## src/rtl/rs_issue_scheduler_pkg.sv

```systemverilog
`default_nettype none
// ============================================================================
//  Module      : rs_issue_scheduler_pkg
//  Description : Shared types and sizing for the reservation-station issue
//                scheduler. The entry view holds the per-entry status bits the
//                scheduler consumes. The issue packet describes the contents
//                of the one-deep issue slot.
//  Revision    : 1.0  initial release
// ============================================================================
package rs_issue_scheduler_pkg;

   // Core sizing: the reservation-station depth lives next to the ROB depth.
   localparam int ROB_SIZE = 8;
   localparam int NUM_RS   = 3;
   localparam int IDX_W    = $clog2(NUM_RS);

   // Status of one reservation-station entry as seen by the scheduler.
   typedef struct packed {
      logic busy;
      logic ready;
      logic is_mem;
   } rs_entry_t;

   // Contents of the issue slot handed to EX.
   typedef struct packed {
      logic             valid;
      logic [IDX_W-1:0] issue_idx;
      logic             issue_is_mem;
   } RS_ISSUE_PACKET;

endpackage : rs_issue_scheduler_pkg
`default_nettype wire

```

## src/rtl/rs_issue_scheduler_if.sv

```systemverilog
`default_nettype none
// ============================================================================
//  Module      : rs_issue_scheduler_if
//  Description : Bundle between the RS entry array / EX stage and the issue
//                scheduler.
//                master : the scheduler (drives the issue slot and flags)
//                slave  : the surrounding pipeline (drives entry status,
//                         dispatch alloc, releases, flush, EX/MEM handshakes)
//  Ports       : entry_busy/ready/is_mem, alloc_valid/idx, entry_free, flush,
//                ex_ready, mem_done  -> scheduler
//                issue_valid/idx/is_mem, issued_mask, mem_inflight, rr_ptr
//                                    <- scheduler
//  Revision    : 1.0  initial release
// ============================================================================
interface rs_issue_scheduler_if #(
   parameter int NUM_RS = rs_issue_scheduler_pkg::NUM_RS,
   parameter int IDX_W  = $clog2(NUM_RS)
) ();
   logic [NUM_RS-1:0] entry_busy;
   logic [NUM_RS-1:0] entry_ready;
   logic [NUM_RS-1:0] entry_is_mem;
   logic              alloc_valid;
   logic [IDX_W-1:0]  alloc_idx;
   logic [NUM_RS-1:0] entry_free;
   logic              flush;
   logic              ex_ready;
   logic              mem_done;

   logic              issue_valid;
   logic [IDX_W-1:0]  issue_idx;
   logic              issue_is_mem;
   logic [NUM_RS-1:0] issued_mask;
   logic              mem_inflight;
   logic [IDX_W-1:0]  rr_ptr;

   modport master (
      input  entry_busy, entry_ready, entry_is_mem, alloc_valid, alloc_idx,
             entry_free, flush, ex_ready, mem_done,
      output issue_valid, issue_idx, issue_is_mem, issued_mask, mem_inflight,
             rr_ptr
   );

   modport slave (
      output entry_busy, entry_ready, entry_is_mem, alloc_valid, alloc_idx,
             entry_free, flush, ex_ready, mem_done,
      input  issue_valid, issue_idx, issue_is_mem, issued_mask, mem_inflight,
             rr_ptr
   );
endinterface : rs_issue_scheduler_if
`default_nettype wire

```

## src/rtl/rs_issue_scheduler_rr_arbiter.sv

```systemverilog
`default_nettype none
// ============================================================================
//  Module      : rs_issue_scheduler_rr_arbiter
//  Description : Combinational round-robin arbiter. Requests are rotated so
//                that index ptr sits at position 0. The first set position is
//                found, and it is rotated back to an absolute entry index.
//  Ports       : req     - request vector
//                ptr     - highest-priority index (always < NUM_RS)
//                gnt     - one-hot grant
//                gnt_idx - granted index (equals ptr when nothing is granted)
//                any     - at least one request present
//  Revision    : 1.0  initial release
// ============================================================================
module rs_issue_scheduler_rr_arbiter #(
   parameter int NUM_RS = 3,
   parameter int IDX_W  = $clog2(NUM_RS)
) (
   input  wire logic [NUM_RS-1:0] req,
   input  wire logic [IDX_W-1:0]  ptr,
   output logic      [NUM_RS-1:0] gnt,
   output logic      [IDX_W-1:0]  gnt_idx,
   output logic                   any
);

   logic [NUM_RS-1:0] w_rot;
   logic [IDX_W-1:0]  w_first;

   // (base + offs) mod NUM_RS. Both operands are below NUM_RS, so a single
   // conditional subtract suffices, and non-power-of-two sizes stay exact.
   function automatic logic [IDX_W-1:0] f_wrap(input logic [IDX_W-1:0] base,
                                               input int offs);
      int s;
      s = int'(base) + offs;
      if (s >= NUM_RS) s = s - NUM_RS;
      return IDX_W'(s);
   endfunction

   always_comb begin
      w_rot   = '0;
      w_first = '0;
      any     = 1'b0;
      gnt     = '0;
      for (int k = 0; k < NUM_RS; k++) begin
         w_rot[k] = req[f_wrap(ptr, k)];
      end
      // Descending scan so the lowest rotated position is the one that sticks.
      for (int k = NUM_RS - 1; k >= 0; k--) begin
         if (w_rot[k]) begin
            any     = 1'b1;
            w_first = IDX_W'(k);
         end
      end
      gnt_idx = f_wrap(ptr, int'(w_first));
      if (any) gnt[gnt_idx] = 1'b1;
   end

endmodule : rs_issue_scheduler_rr_arbiter
`default_nettype wire

```

## src/rtl/rs_issue_scheduler.sv

```systemverilog
`default_nettype none
// ============================================================================
//  Module      : rs_issue_scheduler
//  Description : Chooses one reservation-station entry per cycle for the
//                execute stage. It owns the per-entry issued flags, the
//                one-deep registered issue slot (valid/ready toward EX), the
//                round-robin pointer and the single memory-op-in-flight
//                interlock.
//  Ports       : clock   - rising-edge clock
//                reset_n - asynchronous active-low reset
//                bus     - rs_issue_scheduler_if.master (entry status in,
//                          issue slot and flags out)
//  Revision    : 1.0  initial release
// ============================================================================
module rs_issue_scheduler #(
   parameter int NUM_RS = rs_issue_scheduler_pkg::NUM_RS,
   parameter int IDX_W  = $clog2(NUM_RS)
) (
   input wire logic             clock,
   input wire logic             reset_n,
   rs_issue_scheduler_if.master bus
);
   import rs_issue_scheduler_pkg::*;

   logic              r_issue_valid;
   logic [IDX_W-1:0]  r_issue_idx;
   logic              r_issue_is_mem;
   logic [NUM_RS-1:0] r_issued_mask;
   logic              r_mem_inflight;
   logic [IDX_W-1:0]  r_rr_ptr;

   rs_entry_t         w_entry [NUM_RS];
   logic [NUM_RS-1:0] w_eligible;
   logic [NUM_RS-1:0] w_clr;
   logic [NUM_RS-1:0] w_gnt;
   logic [IDX_W-1:0]  w_sel_idx;
   logic              w_any;
   logic              w_mem_block;
   logic              w_fire;
   logic              w_load;
   logic [IDX_W-1:0]  w_rr_next;
   logic [NUM_RS-1:0] w_mask_next;

   // A memory op sitting in the slot blocks further memory ops as much as one
   // already in EX/MEM does.
   assign w_mem_block = r_mem_inflight | (r_issue_valid & r_issue_is_mem);

   for (genvar i = 0; i < NUM_RS; i++) begin : g_entry
      assign w_entry[i]    = '{busy:   bus.entry_busy[i],
                               ready:  bus.entry_ready[i],
                               is_mem: bus.entry_is_mem[i]};
      assign w_eligible[i] = w_entry[i].busy & w_entry[i].ready
                           & ~r_issued_mask[i]
                           & ~(w_entry[i].is_mem & w_mem_block);
      assign w_clr[i]      = bus.entry_free[i]
                           | (bus.alloc_valid & (bus.alloc_idx == IDX_W'(i)));
   end

   rs_issue_scheduler_rr_arbiter #(
      .NUM_RS (NUM_RS),
      .IDX_W  (IDX_W)
   ) u_rr_arbiter (
      .req     (w_eligible),
      .ptr     (r_rr_ptr),
      .gnt     (w_gnt),
      .gnt_idx (w_sel_idx),
      .any     (w_any)
   );

   assign w_fire    = r_issue_valid & bus.ex_ready;
   assign w_load    = (~r_issue_valid | w_fire) & w_any & ~bus.flush;
   assign w_rr_next = (w_sel_idx == IDX_W'(NUM_RS - 1)) ? '0
                                                        : w_sel_idx + IDX_W'(1);
   // Applying the clear after the set makes a release win over a same-cycle issue.
   assign w_mask_next = (r_issued_mask | (w_load ? w_gnt : '0)) & ~w_clr;

   always_ff @(posedge clock or negedge reset_n) begin
      if (!reset_n) begin
         r_issue_valid  <= 1'b0;
         r_issue_idx    <= '0;
         r_issue_is_mem <= 1'b0;
         r_issued_mask  <= '0;
         r_mem_inflight <= 1'b0;
         r_rr_ptr       <= '0;
      end else if (bus.flush) begin
         r_issue_valid  <= 1'b0;
         r_issued_mask  <= '0;
         r_mem_inflight <= 1'b0;
      end else begin
         if (w_load) begin
            r_issue_valid  <= 1'b1;
            r_issue_idx    <= w_sel_idx;
            r_issue_is_mem <= bus.entry_is_mem[w_sel_idx];
            r_rr_ptr       <= w_rr_next;
         end else if (w_fire) begin
            r_issue_valid  <= 1'b0;
         end
         r_issued_mask <= w_mask_next;
         if (w_fire & r_issue_is_mem) begin
            r_mem_inflight <= 1'b1;
         end else if (bus.mem_done) begin
            r_mem_inflight <= 1'b0;
         end
      end
   end

   assign bus.issue_valid  = r_issue_valid;
   assign bus.issue_idx    = r_issue_idx;
   assign bus.issue_is_mem = r_issue_is_mem;
   assign bus.issued_mask  = r_issued_mask;
   assign bus.mem_inflight = r_mem_inflight;
   assign bus.rr_ptr       = r_rr_ptr;

endmodule : rs_issue_scheduler
`default_nettype wire

```

## src/flat_wrapper.sv

```systemverilog
// flat-port wrapper written by rule: the top's interface ports become plain ports
module rs_issue_scheduler_flat import rs_issue_scheduler_pkg::*;
#(
   parameter int NUM_RS = rs_issue_scheduler_pkg::NUM_RS,
   parameter int IDX_W  = $clog2(NUM_RS)
)
  (clock, reset_n, bus_entry_busy, bus_entry_ready, bus_entry_is_mem, bus_alloc_valid, bus_alloc_idx, bus_entry_free, bus_flush, bus_ex_ready, bus_mem_done, bus_issue_valid, bus_issue_idx, bus_issue_is_mem, bus_issued_mask, bus_mem_inflight, bus_rr_ptr);
  rs_issue_scheduler_if #(.NUM_RS(NUM_RS), .IDX_W(IDX_W)) bus_i ();
  input wire logic clock;
  input wire logic reset_n;
  input wire logic [$bits(bus_i.entry_busy)-1:0] bus_entry_busy;
  input wire logic [$bits(bus_i.entry_ready)-1:0] bus_entry_ready;
  input wire logic [$bits(bus_i.entry_is_mem)-1:0] bus_entry_is_mem;
  input wire logic [$bits(bus_i.alloc_valid)-1:0] bus_alloc_valid;
  input wire logic [$bits(bus_i.alloc_idx)-1:0] bus_alloc_idx;
  input wire logic [$bits(bus_i.entry_free)-1:0] bus_entry_free;
  input wire logic [$bits(bus_i.flush)-1:0] bus_flush;
  input wire logic [$bits(bus_i.ex_ready)-1:0] bus_ex_ready;
  input wire logic [$bits(bus_i.mem_done)-1:0] bus_mem_done;
  output wire logic [$bits(bus_i.issue_valid)-1:0] bus_issue_valid;
  output wire logic [$bits(bus_i.issue_idx)-1:0] bus_issue_idx;
  output wire logic [$bits(bus_i.issue_is_mem)-1:0] bus_issue_is_mem;
  output wire logic [$bits(bus_i.issued_mask)-1:0] bus_issued_mask;
  output wire logic [$bits(bus_i.mem_inflight)-1:0] bus_mem_inflight;
  output wire logic [$bits(bus_i.rr_ptr)-1:0] bus_rr_ptr;
  assign bus_i.entry_busy = bus_entry_busy;
  assign bus_i.entry_ready = bus_entry_ready;
  assign bus_i.entry_is_mem = bus_entry_is_mem;
  assign bus_i.alloc_valid = bus_alloc_valid;
  assign bus_i.alloc_idx = bus_alloc_idx;
  assign bus_i.entry_free = bus_entry_free;
  assign bus_i.flush = bus_flush;
  assign bus_i.ex_ready = bus_ex_ready;
  assign bus_i.mem_done = bus_mem_done;
  assign bus_issue_valid = bus_i.issue_valid;
  assign bus_issue_idx = bus_i.issue_idx;
  assign bus_issue_is_mem = bus_i.issue_is_mem;
  assign bus_issued_mask = bus_i.issued_mask;
  assign bus_mem_inflight = bus_i.mem_inflight;
  assign bus_rr_ptr = bus_i.rr_ptr;
  rs_issue_scheduler #(.NUM_RS(NUM_RS), .IDX_W(IDX_W)) u_core (.clock(clock), .reset_n(reset_n), .bus(bus_i));
endmodule
```

## config.mk

```make
export PLATFORM = sky130hd
export DESIGN_NAME = rs_issue_scheduler_flat
export DESIGN_NICKNAME = d
export VERILOG_FILES = /design/src/rtl/rs_issue_scheduler_pkg.sv /design/src/rtl/rs_issue_scheduler_if.sv /design/src/rtl/rs_issue_scheduler_rr_arbiter.sv /design/src/rtl/rs_issue_scheduler.sv /design/src/flat_wrapper.sv
export SDC_FILE = /design/constraint.sdc
export NUM_CORES = 1
export LEC_CHECK = 0
export ABC_CLOCK_PERIOD_IN_PS = 6700
export BUFFER_PORTS_ARGS = -buffer_cell sky130_fd_sc_hd__buf_4
export CAP_MARGIN = 20
export CORE_ASPECT_RATIO = 1.4
export CORE_UTILIZATION = 35
export DETAILED_ROUTE_END_ITERATION = 16
export GPL_TIMING_DRIVEN = 1
export SYNTH_ARGS = -nofsm -noshare
export SYNTH_HDL_FRONTEND = slang
export SYNTH_SLANG_ARGS = --single-unit
export TNS_END_PERCENT = 100
```

## constraint.sdc

```tcl
create_clock -name clock -period 6.7 [get_ports clock]
set_input_delay 1.34 -clock clock [delete_from_list [all_inputs] [get_ports clock]]
set_output_delay 1.34 -clock clock [all_outputs]
set_load 0.01 [all_outputs]
```

==> results of run 1 <==
area by class of cell:
class                      instances  area share [%]
multi-input combinational         67            48.5
tap                               22            2.57
inverter                           9            3.15
sequential                        10            23.3
timing repair buffer              29            20.3
clock buffer                       3            2.10
per-layer routing:
layer	share of wire (%)	GRT usage (%)	vias up
li1	-	-	392
met1	42	21.7	372
met2	52	29.2	25
met3	5.1	1.52	2
met4	1.1	9.82	0
met5	0	0	-
power by group through the flow:
stage | Combinational (mW) | Sequential (mW) | Clock (mW)
after floorplan | 0.248 | 0.105 | 0
after global placement | 0.342 | 0.0979 | 0
after detailed placement | 0.351 | 0.0985 | 0
after CTS | 0.353 | 0.0973 | 0.0423
after global routing | 0.393 | 0.0995 | 0.0440
final | 0.352 | 0.0971 | 0.0397
cells in the final DEF (no fill, tap or decap), drive strengths merged, types with 2 or more instances in the layout:
master / instances
buf: 29
dfrtp: 10
nand2: 10
inv: 9
o21ai: 4
mux2: 4
nor2: 4
ha: 4
mux2i: 3
a21oi: 3
clkbuf: 3
a211o: 2
o41ai: 2
o22ai: 2
nor2b: 2
nor3b: 2
a311oi: 2
o211ai: 2
a2111oi: 2
nand2b: 2
a211oi: 2
o21a: 2
worst register-to-register path, cell delays in order, from the launching register on:
cell and delay, ps:
dfrtp_1 410, a21o_1 260, a211oi_4 350, mux2i_1 120, a221o_1 270, o21ai_0 170
ha_1 170, inv_1 40, fa_1 520, inv_1 60, ha_1 200, nor2b_1 260
mux2_2 380, nor2_1 150, o211ai_1 160, a2111oi_2 360
cells in the mapped netlist:
library cell | instances | share of area, %
a211oi_1 | 1 | 0.92
nor2_1 | 4 | 1.8
a2bb2oi_1 | 1 | 1.1
ha_1 | 4 | 6.2
nor3_1 | 1 | 0.62
o2111ai_1 | 1 | 1.1
o21a_1 | 1 | 0.92
o21ai_0 | 4 | 2.5
and2_1 | 1 | 0.77
or3_1 | 1 | 0.77
a21o_1 | 1 | 0.92
mux2_2 | 4 | 5.5
fa_1 | 1 | 2.5
nand2b_1 | 2 | 1.5
nor2b_1 | 2 | 1.5
nand2_2 | 1 | 0.77
and3_1 | 1 | 0.77
mux2i_1 | 3 | 3.7
o211ai_1 | 2 | 1.8
nand2_1 | 9 | 4.2
a311oi_1 | 2 | 2.2
a211oi_4 | 1 | 2.5
inv_1 | 9 | 4.2
a32o_1 | 1 | 1.2
a21oi_1 | 3 | 1.8
nand4b_1 | 1 | 1.1
a211o_1 | 2 | 2.2
o21a_2 | 1 | 1.1
a2111oi_2 | 2 | 3.7
nand3_1 | 1 | 0.62
dfrtp_1 | 10 | 31
clkbuf_1 | 2 | 0.92
a221o_1 | 1 | 1.2
o22ai_1 | 2 | 1.5
nor3b_1 | 2 | 1.8
o41ai_1 | 2 | 2.2
o2bb2ai_1 | 1 | 1.1
how the worst min path moves through the flow:
stage,from,to,slack [ps]
finish,u_core.bus.issue_idx[1],u_core.bus.issue_idx[1],510
floorplan,u_core.bus.issue_idx[0],u_core.bus.issue_idx[0],550
detailed placement,u_core.bus.issue_idx[0],u_core.bus.issue_idx[0],500
global route,u_core.bus.issue_idx[0],u_core.bus.issue_idx[0],530
CTS,u_core.bus.issue_idx[0],u_core.bus.issue_idx[0],520
global placement,u_core.bus.issue_idx[0],u_core.bus.issue_idx[0],500
through the flow:
| stage | total power, mW | hold WS (ps) | instances |
|---|---|---|---|
| 2_1_floorplan | 0.353 | 551 | 88 |
| 5_1_grt | 0.536 | 528 | 140 |
| 4_1_cts | 0.493 | 516 | 140 |
| 3_3_place_gp | 0.440 | 495 | 137 |
| 3_5_place_dp | 0.450 | 501 | 137 |
| 6_report | 0.489 | 514 | 140 |
kinds of logic after synthesis:
group,Yosys count
flip-flops,10
AO/OA/AOI/OAI,29
adder cells (fa/ha/maj),5
AND/OR/NAND/NOR,26
multiplexers,7
buffers and inverters,11
state kept, by name (all words and copies together) (netlist names):
name and flops:
u_core.bus.issued_mask 3, u_core.bus.issue_is_mem 1, u_core.bus.mem_inflight 1, u_core.bus.rr_ptr 2
u_core.bus.issue_valid 1, u_core.bus.issue_idx 2
==> impl_metrics.tcl, run 1 <==
set metrics [dict create \
    portBuffers 29 \
    hold_depth 1 \
    p_int_mw 0.264 \
    switchingPower_mw 0.225 \
    vias 791 \
    crit_arrival_ps 4660 \
    switching_share_pct 46.0 \
    grt_usage_pct 17.4 \
    fin_crit_ps 4510 \
    cp_num_cells 16 \
    r2r_slack_ps 2730 \
    synth_top_family_by_area "compound AO/OA/AOI/OAI gates" \
    antenna_found_initial 0 \
    regArea_um2 250 \
    grt-ovfl-total 0 \
    yosysSeqAreaShare_pct 30.8 \
    hold_class "reg -> reg" \
    drive_gt1_share_pct 34.7 \
    ys_seq_elements 10 \
    clock_path_buffers 2 \
    critPathKind "in -> reg" \
    clkLatencyLatePin_ps 260 \
    r2r-end "u_core.bus.issued_mask[1]" \
    pre_cts_slack_ps 1950 \
    wl_per_cell_um 14.2 \
    cts_inserted_buffers 3 \
    power_per_cell_area_mw_per_mm2 456 \
    worstPathRequired_ps 6850 \
    reg2reg_from "u_core.bus.issue_is_mem" \
    end_kind "register" \
    netlist_instances 88 \
    holdBufCountCts 0 \
    fin_setup_tns_ps 0 \
    final_nets 145 \
    p_leak_nw 0.495 \
    grt_pass1_wl_um 3330 \
    via_per_inst 5.65 \
    dpl.hpwl_um 1640 \
    first_global_vias 787 \
    row_count 20 \
    drt_wl_total_um 1990 \
    area_growth_pct 32.0 \
    worst_path_largest_cell_delay_ps 520 \
    worstSetupStartpointType "input port" \
    crit_end "u_core.bus.issued_mask[1]" \
    htree_num_levels 1 \
    power_frac_comb_pct 72.0 \
    fin_area_mm2 0.00107 \
    path_buf_inv 3 \
    max_freq_mhz 222 \
    drtAntennaViolNets 0 \
    coreArea_mm2 0.00218 \
    peakVddDrop_mv 0.300 \
    synthMuxAreaShare_pct 9.24 \
    period_share_pct 67.4 \
    n_antenna_cell 0 \
    cts_tree "yes" \
    multi_input_area_um2 520 \
    rsz0062_at_grt "no" \
    worstPathMaxFanout 5 \
    grt_max_degree 13 \
    synth_compound_area_share_pct 29.9 \
    path_cells "buf_4 -> nand2_1 -> a211oi_4 -> mux2i_1 -> a221o_1 -> o21ai_0 -> ha_1 -> inv_1 -> fa_1 -> inv_1 -> ha_1 -> nor2b_1 -> mux2_2 -> nor2_1 -> o211ai_1 -> a2111oi_2" \
    final.setup.worst_slack_ps 2190 \
    netlist_area_um2 812 \
    initial_core_util_pct 37.3 \
    status "completed" \
    syn_area_per_cell_um2 9.23 \
    yosysWarningCount 0 \
    relSlewSlack_pct 66.5 \
    synth_cell_types 37 \
    placed_area_mm2 0.00105 \
    io_pins 30 \
    synth_xor_area_share_pct 0 \
    cts-root-buf "clkbuf_4" \
    synth-simple-area-share_pct 16.3 \
    final-max-slew-violation-count 0 \
    rr_worst_depth 15 \
    setup_viol 0 \
    maxCapViolCount 0 \
    worst_slew_pin_slew_ps 500 \
    cts_setup_buffers 0 \
    gp_congestion 0.824 \
    drc 0 \
    utilization_pct 49.3 \
    dieArea_mm2 0.00252 \
    seq_power_share_pct 19.9 \
    clock_power_share_pct 8.1 \
    cts.sinks 10 \
    synth.net_count 113 \
    firstDrtPassIters 4 \
    fillers 221 \
    path_clk_slew_ps 60 \
    cp_top_family "compound AO/OA/AOI/OAI gates" \
    fin_skew_ps 2.29 \
    hold_violations 0 \
    die_width_um 42.7 \
    critical_path.slowest_cell "fa_1" \
    first_iter_violations 18 \
    critPathLaunch "bus_entry_busy[0]" \
    die-height_um 59.0 \
    synth-adder-area-share_pct 8.63 \
    cts_resized 0 \
]
Power figures use the tool's default switching activity.
==> inputs of run 2 (changes only) <==
--- a/config.mk
+++ b/config.mk
@@ -5,7 +5,8 @@
 export SDC_FILE = /design/constraint.sdc
 export NUM_CORES = 1
 export LEC_CHECK = 0
-export ABC_CLOCK_PERIOD_IN_PS = 6700
+export ABC_AREA = 1
+export ABC_CLOCK_PERIOD_IN_PS = 4400
 export BUFFER_PORTS_ARGS = -buffer_cell sky130_fd_sc_hd__buf_4
 export CAP_MARGIN = 20
 export CORE_ASPECT_RATIO = 1.4
==> constraint.sdc (replaced) <==
create_clock -name clock -period 4.4 [get_ports clock]
set_input_delay 0.88 -clock clock [delete_from_list [all_inputs] [get_ports clock]]
set_output_delay 0.88 -clock clock [all_outputs]
set_load 0.01 [all_outputs]
==> run 2 against run 1 <==
Sequential cell count unchanged. Combinational power up 120%. Non-clock buffer count unchanged. Clock power up 60%. Synthesized cell count up 23%. Clock-buffer cell count unchanged. Highest routed layer unchanged.
==> impl_metrics.tcl, run 2 <==
set metrics [dict create \
    grt_pass1_wl_um 3040 \
    clock_power_share_pct 6.4 \
    synth_top_area_share_pct 30.9 \
    cts_resized 0 \
    fin_crit_ps 3210 \
    yosysSeqAreaShare_pct 30.9 \
    die-height_um 58.9 \
    status "completed" \
    netlist_area_um2 810 \
    worstPathRequired_ps 4600 \
    dpl.hpwl_um 1550 \
    synthTopCellsByArea "dfrtp_1 (31%), nand2_1 (11%), nand3_2 (7.4%)" \
    drc 0 \
    antenna_found_initial 0 \
    holdBufCountCts 0 \
    via_per_inst 4.94 \
    firstDrtPassIters 4 \
    first_global_vias 753 \
    synth_top_area_cell "dfrtp_1" \
    multi_input_area_um2 482 \
    cts.sinks 10 \
    first_iter_violations 13 \
    final_nets 167 \
    drt_wl_total_um 1820 \
    final.setup.worst_slack_ps 1190 \
    max_freq_mhz 311 \
    n_antenna_cell 0 \
    drtAntennaViolNets 0 \
    power_frac_comb_pct 77.9 \
    initial_core_util_pct 37.2 \
    setup_viol 0 \
    grt-ovfl-total 0 \
    switching_share_pct 54.2 \
    cts_setup_buffers 0 \
    synth.net_count 133 \
    hold_class "in -> async" \
    portBuffers 29 \
    final_cell_mix "buf_4 (29), nand2_1 (24), inv_1 (15)" \
    gp_congestion 0.790 \
    synth_ff_type "dfrtp_1" \
    vias 801 \
    mostFrequentLayoutCell "buf_4" \
    fin_skew_ps 1.40 \
    pre_cts_slack_ps 912 \
    path_clk_slew_ps 70 \
    clkLatencyLatePin_ps 270 \
    largest_reg_flops 3 \
    period_share_pct 73.0 \
    end_kind "register" \
    crit_arrival_ps 3410 \
    row_count 20 \
    ys_seq_elements 10 \
    p_leak_nw 0.568 \
    critPathKind "in -> reg" \
    cts_inserted_buffers 3 \
    synth_cell_types 19 \
    netlist_instances 108 \
    coreArea_mm2 0.00218 \
    seq_power_share_pct 15.7 \
    p_int_mw 0.456 \
    power_per_cell_area_mw_per_mm2 924 \
    area_growth_pct 33.1 \
    switchingPower_mw 0.539 \
    drive_gt1_share_pct 41.4 \
    clock_path_buffers 2 \
    regArea_um2 250 \
    hold_violations 0 \
    rr_worst_depth 19 \
    cts-root-buf "clkbuf_4" \
    synth_edf_count 0 \
    grt_usage_pct 16.4 \
    relSlewSlack_pct 71.4 \
    worstPathMaxFanout 4 \
    io_pins 30 \
    synth.most_common_cell "nand2_1" \
    syn_area_per_cell_um2 7.50 \
    fin_setup_tns_ps 0 \
    grt_max_degree 11 \
    maxCapViolCount 0 \
    synthTopCellsByCount "nand2_1 (24), inv_1 (15), nor2_1 (11)" \
    cts_tree "yes" \
    worstSetupStartpointType "input port" \
    yosysWarningCount 0 \
    dieArea_mm2 0.00251 \
    rsz0062_at_grt "no" \
    peakVddDrop_mv 0.790 \
    die_width_um 42.6 \
    worst_slew_pin_slew_ps 428 \
    fillers 215 \
    final-max-slew-violation-count 0 \
    wl_per_cell_um 11.2 \
    htree_num_levels 1 \
    synthArstFlopShare_pct 100 \
]
[run 2: changes by cell type after synthesis, moves of 4 or more]
cell | previous run | this run
nor2_1 | 4 | 11
inv_2 | 0 | 4
nand2_1 | 9 | 24
nand2_2 | 1 | 5
inv_1 | 9 | 15
nand3_2 | 0 | 6
nand3_1 | 1 | 8
o21ai_2 | 0 | 4
o21ai_0 | 4 | 0
mux2_2 | 4 | 0
[run 2: cell type report]
| cell class | instances | share of cell area [%] |
|---|---|---|
| well taps | 22 | 2.56 |
| repair buffers | 29 | 20.2 |
| inverters | 20 | 7.20 |
| multi-input cells | 78 | 44.7 |
| clock buffers | 3 | 2.09 |
| flip-flops and latches | 10 | 23.2 |
[run 2: through the flow]
step | total power, mW | instance area (um^2) | hold WS (ps) | cells | util [%]
floorplan | 0.763 | 810 | 524 | 108 | -
global route | 1.11 | 1080 | 429 | 162 | 49.5
global placement | 0.913 | 1050 | 492 | 159 | 48.4
CTS | 1.00 | 1080 | 419 | 162 | 49.5
detailed placement | 0.927 | 1050 | 488 | 159 | 48.4
finish | 0.995 | 1080 | 428 | 162 | 49.5
[run 2: cell families (layout without fill, tap and decap cells)]
| kind of cell | after synthesis | after routing | synth area share [%] |
|---|---|---|---|
| simple gates | 60 | 60 | 39.1 |
| buf+inv | 20 | 52 | 9.58 |
| compound gates | 13 | 13 | 11.7 |
| flops | 10 | 10 | 30.9 |
| fa+ha+maj | 5 | 5 | 8.66 |
[run 2: final timing paths]
kind / from / slack [ps] / endpoint
max: bus_entry_busy[1] / 1190 / u_core.bus.issued_mask[2]
min: reset_n / 430 / u_core.bus.mem_inflight
max reg2reg: u_core.bus.rr_ptr[1] / 1240 / u_core.bus.issued_mask[2]
min reg2reg: u_core.bus.issue_idx[1] / 510 / u_core.bus.issue_idx[1]
max in group asynchronous: reset_n / 3830 / u_core.bus.rr_ptr[0]
min in group clock: u_core.bus.issue_idx[1] / 510 / u_core.bus.issue_idx[1]
[run 2: power by group through the flow]
| stage | registers [mW] | logic (mW) | clock network, mW |
|---|---|---|---|
| 6_report | 0.156 | 0.775 | 0.0636 |
| 5_1_grt | 0.161 | 0.879 | 0.0678 |
| 4_1_cts | 0.157 | 0.779 | 0.0672 |
| 3_5_place_dp | 0.159 | 0.769 | 0 |
| 3_3_place_gp | 0.158 | 0.755 | 0 |
| 2_1_floorplan | 0.169 | 0.594 | 0 |
[run 2: layer usage]
metal,vias up,part of all wire [%],track usage [%]
met5,-,0,0
met3,2,2.8,1.84
met4,0,0.66,10.7
met2,15,55,28.6
met1,375,41,18.5
li1,409,-,-
[run 2: critical path: stages]
cell and delay, ps:
buf_4 70, nand2_1 50, nor2_2 140, nand3_2 90, nand2_1 70, nand3_2 120, nor2_1 130, ha_1 140
inv_1 40, fa_1 580, inv_1 60, ha_1 180, nor2_2 140, o21ai_2 90, o21ai_2 190, inv_2 60
nor2_1 130, nand3_1 100, a21oi_1 140
